[src/rtl/bus_cycle_ctrl.sv]
// 8085 multiplexed-bus cycle controller.
// Runs one T1/T2/TW/T3 machine cycle per accepted request.
module bus_cycle_ctrl #(
    parameter int WAIT_W     = 4,
    parameter int WAIT_LIMIT = 0
) (
    input  logic        phi1,
    input  logic        reset,
    input  logic        start,
    input  logic [2:0]  cyc_type,
    input  logic [15:0] addr,
    input  logic [7:0]  wdata,
    input  logic        ready,
    input  logic [7:0]  ad_in,
    output logic [7:0]  ad_out,
    output logic        ad_oe,
    output logic [7:0]  a_hi,
    output logic        ALE,
    output logic        RDn,
    output logic        WRn,
    output logic        INTAn,
    output logic        IOMn,
    output logic        S1,
    output logic        S0,
    output logic [7:0]  rdata,
    output logic        done,
    output logic        timeout,
    output logic        busy,
    output logic [4:0]  t_state
);

    typedef enum logic [4:0] {
        TI = 5'b00001,
        TW = 5'b00010,
        T3 = 5'b00100,
        T2 = 5'b01000,
        T1 = 5'b10000
    } state_t;

    localparam logic [2:0] C_OF   = 3'd0;
    localparam logic [2:0] C_MR   = 3'd1;
    localparam logic [2:0] C_MW   = 3'd2;
    localparam logic [2:0] C_IOR  = 3'd3;
    localparam logic [2:0] C_IOW  = 3'd4;
    localparam logic [2:0] C_INTA = 3'd5;

    localparam logic [WAIT_W-1:0] LIM  = WAIT_W'(WAIT_LIMIT);
    localparam logic [WAIT_W-1:0] WMAX = '1;

    state_t            state;
    logic [2:0]        typ;
    logic [7:0]        wd_q;
    logic [WAIT_W-1:0] wcnt;
    logic              armed;

    logic take;
    logic rd_c;
    logic wr_c;
    logic ia_c;
    logic io_new;

    // Only TI and T3 may accept; reserved codes are simply dropped.
    assign take = start && (state == TI || state == T3)
                  && (cyc_type <= C_INTA);

    assign rd_c   = (typ == C_OF) || (typ == C_MR) || (typ == C_IOR);
    assign wr_c   = (typ == C_MW) || (typ == C_IOW);
    assign ia_c   = (typ == C_INTA);
    assign io_new = (cyc_type == C_IOR) || (cyc_type == C_IOW);

    assign t_state = state;

    // {S1, S0, IOMn}
    function automatic logic [2:0] status(input logic [2:0] t);
        case (t)
            C_OF:    status = 3'b110;
            C_MR:    status = 3'b100;
            C_MW:    status = 3'b010;
            C_IOR:   status = 3'b101;
            C_IOW:   status = 3'b011;
            C_INTA:  status = 3'b111;
            default: status = 3'b000;
        endcase
    endfunction

    always_ff @(posedge phi1) begin
        if (reset) begin
            state   <= TI;
            typ     <= C_OF;
            wd_q    <= 8'h00;
            wcnt    <= '0;
            armed   <= 1'b0;
            ALE     <= 1'b0;
            RDn     <= 1'b1;
            WRn     <= 1'b1;
            INTAn   <= 1'b1;
            IOMn    <= 1'b0;
            S1      <= 1'b0;
            S0      <= 1'b0;
            ad_oe   <= 1'b0;
            ad_out  <= 8'h00;
            a_hi    <= 8'h00;
            rdata   <= 8'h00;
            done    <= 1'b0;
            timeout <= 1'b0;
            busy    <= 1'b0;
        end else begin
            done    <= 1'b0;
            timeout <= 1'b0;
            case (state)
                TI: ;
                T1: begin
                    state <= T2;
                    ALE   <= 1'b0;
                    RDn   <= ~rd_c;
                    WRn   <= ~wr_c;
                    INTAn <= ~ia_c;
                    ad_oe <= wr_c;
                    if (wr_c) ad_out <= wd_q;
                end
                T2: begin
                    if (ready) begin
                        state <= T3;
                    end else begin
                        state <= TW;
                        wcnt  <= WAIT_W'(1);
                    end
                end
                TW: begin
                    if (ready) begin
                        state <= T3;
                    end else if (WAIT_LIMIT != 0 && wcnt == LIM) begin
                        state <= T3;
                        armed <= 1'b1;
                    end else if (wcnt != WMAX) begin
                        wcnt <= wcnt + 1'b1;
                    end
                end
                T3: begin
                    done    <= 1'b1;
                    timeout <= armed;
                    armed   <= 1'b0;
                    wcnt    <= '0;
                    if (rd_c || ia_c) rdata <= ad_in;
                    state   <= TI;
                    busy    <= 1'b0;
                    RDn     <= 1'b1;
                    WRn     <= 1'b1;
                    INTAn   <= 1'b1;
                    ad_oe   <= 1'b0;
                end
                default: state <= TI;
            endcase
            // A new request overrides the T3 wind-down above.
            if (take) begin
                typ            <= cyc_type;
                wd_q           <= wdata;
                state          <= T1;
                busy           <= 1'b1;
                ALE            <= 1'b1;
                RDn            <= 1'b1;
                WRn            <= 1'b1;
                INTAn          <= 1'b1;
                ad_oe          <= 1'b1;
                ad_out         <= addr[7:0];
                a_hi           <= io_new ? addr[7:0] : addr[15:8];
                {S1, S0, IOMn} <= status(cyc_type);
            end
        end
    end

endmodule

[config.mk]
export PLATFORM = sky130hd
export DESIGN_NAME = bus_cycle_ctrl
export DESIGN_NICKNAME = d
export VERILOG_FILES = /design/src/rtl/bus_cycle_ctrl.sv
export SDC_FILE = /design/constraint.sdc
export NUM_CORES = 1
export LEC_CHECK = 0
export CELL_PAD_IN_SITES_DETAIL_PLACEMENT = 0
export CELL_PAD_IN_SITES_GLOBAL_PLACEMENT = 2
export CORE_MARGIN = 4
export CORE_UTILIZATION = 22
export CTS_CLUSTER_DIAMETER = 200
export DETAILED_ROUTE_END_ITERATION = 7
export GPL_TIMING_DRIVEN = 1
export HOLD_SLACK_MARGIN = 0.15
export PLACE_DENSITY = 0.8
export SKIP_CTS_REPAIR_TIMING = 1
export SYNTH_ARGS = -nofsm -noshare
export SYNTH_HDL_FRONTEND = slang
export SYNTH_SLANG_ARGS = --single-unit
[constraint.sdc]
create_clock -name phi1 -period 1.4 [get_ports phi1]
set_input_delay 0.14 -clock phi1 [delete_from_list [all_inputs] [get_ports phi1]]
set_output_delay 0.14 -clock phi1 [all_outputs]
set_load 0.02 [all_outputs]
; ---- Yosys cells after proc, flatten, opt, wreduce, memory -nomap -nowiden
; Cells that the tools add are included.
[word_totals]
wordCells = 79
register_bits = 50
[op_classes]
reduce_logical = 20
n_bitwise = 4
n_lt_le_gt_ge = 1
muxes = 19
n_eq_ne = 18
[ops]
columns = op, n
row1 = $mux W8, 4
row2 = $pmux W5 S4, 1
row3 = $pmux W3 S6, 1
row4 = $eq A3 B2 Y1 const B, 4
row5 = $eq A3 B3 Y1 const B, 4
row6 = $mux W5, 2
row7 = $pmux W1 S2, 4
row8 = $reduce_and A2 Y1, 4
row9 = $reduce_bool A2 Y1, 4
row10 = $eq A3 B1 Y1 const B, 2
row11 = $logic_not A3 Y1, 2
row12 = $logic_or A1 B1 Y1, 6
row13 = $mux W1, 6
row14 = $eq A5 B1 Y1 const B, 1
row15 = $eq A5 B2 Y1 const B, 1
row16 = $eq A5 B3 Y1 const B, 1
row17 = $eq A5 B4 Y1 const B, 1
row18 = $eq A5 B5 Y1 const B, 1
row19 = $ne A2 B2 Y1 const B, 2
row20 = $not A1 Y1, 4
row21 = $le A3 B3 Y1 const B, 1
row22 = $mux W3, 1
row23 = $ne A3 B3 Y1 const B, 1
row24 = $reduce_bool A3 Y1, 1
row25 = 2 further kinds, 3

; ---- Longest topological paths before layout
[logic_depth]
word_depth = 6
ltp_mapped = 6
mapped_depth_nobuf = 4

; ---- Worst setup path after synthesis
; OpenSTA, ideal clock, no wires.
[synth_path]
path_kind = flip-flop to flip-flop
startpoint = register state[4], in the netlist t_state[4]
endpoint = register ad_out[0]
arrival_ns = 1.442
setup_ns = 0.138
slack_ns = -0.179
synth_period_minus_slack_ns = 1.579
path_buffers = 1
path_stages_with_launch = 6
cell_sequence = dfxtp_1 -> nor4b_4 -> nor4b_4 -> buf_6 -> mux2i_1 -> a211oi_1
[synth_via]
elab_chain_cells = 6
[synth_rtl]
columns = element, line
row1 = from (decl), 50  ; state_t state;
row2 = from (signal assigned), 88  ; state <= TI;
row3 = from (signal assigned), 113  ; state <= T2;
row4 = from (signal assigned), 123  ; state <= T3;
row5 = $eq A5 B1 Y1 or $eq A5 B3 Y1 (tied branches), 63  ; assign take = start && (state == TI || state == T3)
row6 = $logic_or A1 B1 Y1, 63
row7 = $logic_and A1 B1 Y1, 63
row8 = $logic_and A1 B1 Y1, 64  ; && (cyc_type <= C_INTA);
row9 = $reduce_bool A2 Y1 (no source line), --
row10 = $reduce_and A2 Y1 (no source line), --
row11 = to (signal assigned), 119  ; if (wr_c) ad_out <= wd_q;
row12 = to (signal assigned), 165  ; ad_out <= addr[7:0];
row13 = to (decl), 15  ; output logic [7:0] ad_out,
; Several ways; a longest one is shown, not always the timed one.
; A chain may end at the register's enable or synchronous reset.

; ---- Worst setup path in the final report
[layout_path]
startpoint = register state[2], in the netlist t_state[2]
endpoint = register ad_out[4]
; The elaborated chain is that of the path after synthesis.

==> flow_summary_export.csv <==
group,metric,value,unit
run_status,status,"finished with violations",
run_status,violations,"negative setup slack",
placed_design,gp_congestion,0.754,
worst_hold_path,hold_depth,3,
drt,drtPass1Iterations,4,
floorplanning,row_count,35,
clock_tree,htreeDepth,2,
clock_tree,cts-root-buf,"clkbuf_8",
clock_tree,cts.clk_slew.worst_paths,0.09,ns
logic_synthesis,ys.flop_type,"dfxtp_1",
drt,initialDrtViolationCount,79,
logic_synthesis,syn_inst,230,
floorplanning,die-height,105,um
floorplanning,die_w,105,um
finish,area_growth,66.1,%
drt,vias,1956,
finish,finalNonFillerCells,439,
sta,fmax,637,MHz
clock_tree,clk_latency,0.30,ns
sta,fin_ws,-0.170,ns
logic_synthesis,synth_nets,269,
floorplanning,core,9200,um^2
sta,finalCriticalPeriod,1.57,ns
clock_tree,cts_tree,"yes",
sta,finalSetupTns,-1.53,ns
logic_synthesis,synth_top_area_share,48.4,%
clock_tree,clkSinkCount,50,
worst_setup_path,cp_slowest_stage_delay,0.37,ns
logic_synthesis,synth.largest_area_cell,"dfxtp_1",
floorplanning,initial_core_util,22.5,%
worst_setup_path,cp_top_family,"simple AND/OR/NAND/NOR gates",
power_and_ir_drop,peakVddDrop,0.000547,V
logic_synthesis,avgSynthCellArea,9.00,um^2
sta,rsz0062_at_grt,"true",
logic_synthesis,synth-seq-cells,50,
worst_setup_path,cpMaxStageDelayCell,"dfxtp_4",
sta,finalSetupViolCount,20,
sta,maxSlewViolCount,0,
sta,finClkSkew,0.00877,ns
logic_synthesis,syn_area,2070,um^2
logic_synthesis,synth_most_common_cell,"dfxtp_1",
worst_setup_path,cp-start-kind,"flip-flop",
finish,diodes,0,
worst_setup_path,crit_buf_inv,1,
drt,wl,6250,um
logic_synthesis,synthTopCellsByCount,"50 x dfxtp_1, 25 x nand2_1, 25 x nor2_1, 23 x a21oi_1, 17 x a211oi_1",
worst_setup_path,end_kind,"flip-flop",
clock_tree,clockBufferDepth,2,
placed_design,io_buffers,77,
power_and_ir_drop,p_leak,1.80,nW
placed_design,placed_cells_incl_taps,426,
worst_setup_path,crit_required,1.59,ns
logic_synthesis,ys_warn_count,0,
worst_setup_path,critPathMaxFanout,7,
worst_setup_path,crit_top_cell,"nor4b_4",
drt,antenna_left,0,
drt,vias_per_cell,4.46,
logic_synthesis,synth.distinct_cells,34,
global_route,grt_pass1_vias,1985,
power_and_ir_drop,p_per_area,943,nW/um^2
worst_setup_path,cp_data_arrival_time,1.76,ns
finish,final_util,37.4,%
logic_synthesis,ys_seq_area_share,48.4,%
worst_setup_path,path_class,"reg2reg",
global_route,gr-usage-all-layers,11.3,%
worst_setup_path,rr_worst_depth,5,
global_route,grt-ovfl-total,0,
floorplanning,ios,79,
sta,finalCritPeriodShare,112,%
global_route,grt_antenna_before_repair,0,
flow_run,cap_viol_max_count,0,
placed_design,place_ws,-0.353,ns
worst_setup_path,worstPathCellList,"nor4b_4, nor4b_4, buf_12, mux2i_1, a211oi_1",
finish,layout.nets,366,
placed_design,dp_hpwl,4610,um
clock_tree,cts_buffers,5,
logic_synthesis,ys_top_cells_by_area,"dfxtp_1 48%, mux2i_1 7.7%, a211oi_1 6.2%",
finish,drive_gt1_share,16.2,%
floorplanning,die-area,11000,um^2
worst_hold_path,hold_class,"in2reg",
logic_synthesis,synth_enable_flop_cells,0,
drt,drc_errors,0,
worst_setup_path,cp.depth,5,
global_route,grt_pass1_wl,10100,um
sta,hold_viol,0,
logic_synthesis,ys_async_sr_fraction,0,%
finish,fillers,936,
drt,wl_per_cell,14.2,um
global_route,grt_start_max_net_pins,25,
## per-stage QoR
stage / total power [W] / instance area [um^2] / hold WS [ns]
after CTS: 0.00328 / 3240 / 0.0930
after floorplan: 0.00190 / 2080 / 0.212
final: 0.00324 / 3440 / 0.382
after detailed placement: 0.00226 / 3130 / 0.426
after global routing: 0.00340 / 3440 / 0.389
after global placement: 0.00226 / 3130 / 0.419
## worst paths after layout
| kind | from | endpoint | slack (ns) |
|---|---|---|---|
| worst max-delay path | t_state[2] | ad_out[4] | -0.17 |
| worst min-delay path | wdata[1] | wd_q[1] | 0.38 |
| worst max register to register | t_state[2] | ad_out[4] | -0.17 |
| worst min register to register | S0 | S0 | 0.46 |
## power breakdown
| part | internal [W] | total (W) | switching [W] | leakage, nW |
|---|---|---|---|---|
| clock network | 0.000527 | 0.00100 | 0.000477 | 0.0579 |
| logic | 0.000359 | 0.000688 | 0.000329 | 1.33 |
| registers | 0.00150 | 0.00155 | 0.0000498 | 0.412 |
| total | 0.00239 | 0.00324 | 0.000856 | 1.80 |
## area by class of cell
| type | count | area [um^2] | area share [%] |
|---|---|---|---|
| tap | 111 | 139 | 4.04 |
| multi-input combinational | 161 | 1010 | 29.3 |
| timing repair buffer | 107 | 1160 | 33.8 |
| clock inverter | 3 | 40.0 | 1.16 |
| clock buffer | 5 | 68.8 | 2.00 |
| inverter | 2 | 7.51 | 0.218 |
| sequential | 50 | 1010 | 29.4 |
## kinds of logic (layout without fill, tap and decap cells)
| family | after synthesis | after routing | synth area share, % |
|---|---|---|---|
| DFF | 50 | 50 | 48.4 |
| adders and majority gates | 1 | 1 | 0.484 |
| and+or+nand+nor | 79 | 79 | 19.4 |
| buffers and inverters | 19 | 117 | 4.72 |
| other | 1 | 1 | 0.181 |
| muxes | 16 | 16 | 7.74 |
| AOI/OAI and AO/OA | 60 | 60 | 17.4 |
| xor gates and xnor gates | 4 | 4 | 1.69 |
## worst reg2reg max path: stages (launching register included)
cell and delay, ns:
dfxtp_4 0.37, nor4b_4 0.28, nor4b_4 0.34, buf_12 0.18
mux2i_1 0.21, a211oi_1 0.09
## flip-flops by register name (all words and copies together) (netlist names)
register	flops
IOMn	1
rdata	8
typ	3
ad_out	8
RDn	1
wd_q	8
busy	1
ALE	1
INTAn	1
done	1
S1	1
t_state	5
a_hi	8
WRn	1
ad_oe	1
S0	1
## metal layers
layer | up-vias | GRT usage, % | wire, um
met5 | - | 0 | 0
met1 | 910 | 14.8 | 2930
met3 | 6 | 2.96 | 275
li1 | 995 | - | -
met4 | 0 | 2.81 | 65
met2 | 45 | 18.4 | 2980
## cells in the final DEF (no fill, tap or decap), types with 5 or more instances in the layout
cell type and n:
nand2_1 25, clkbuf_8 5, buf_4 22, o21ai_0 11, dfxtp_1 45, clkdlybuf4s50_1 38
dlymetal6s2s_1 38, nor2_1 25, a21oi_1 23, nand3_1 8, mux2i_1 16, a211oi_1 17
Note: power is estimated with default switching activity, not from simulation.
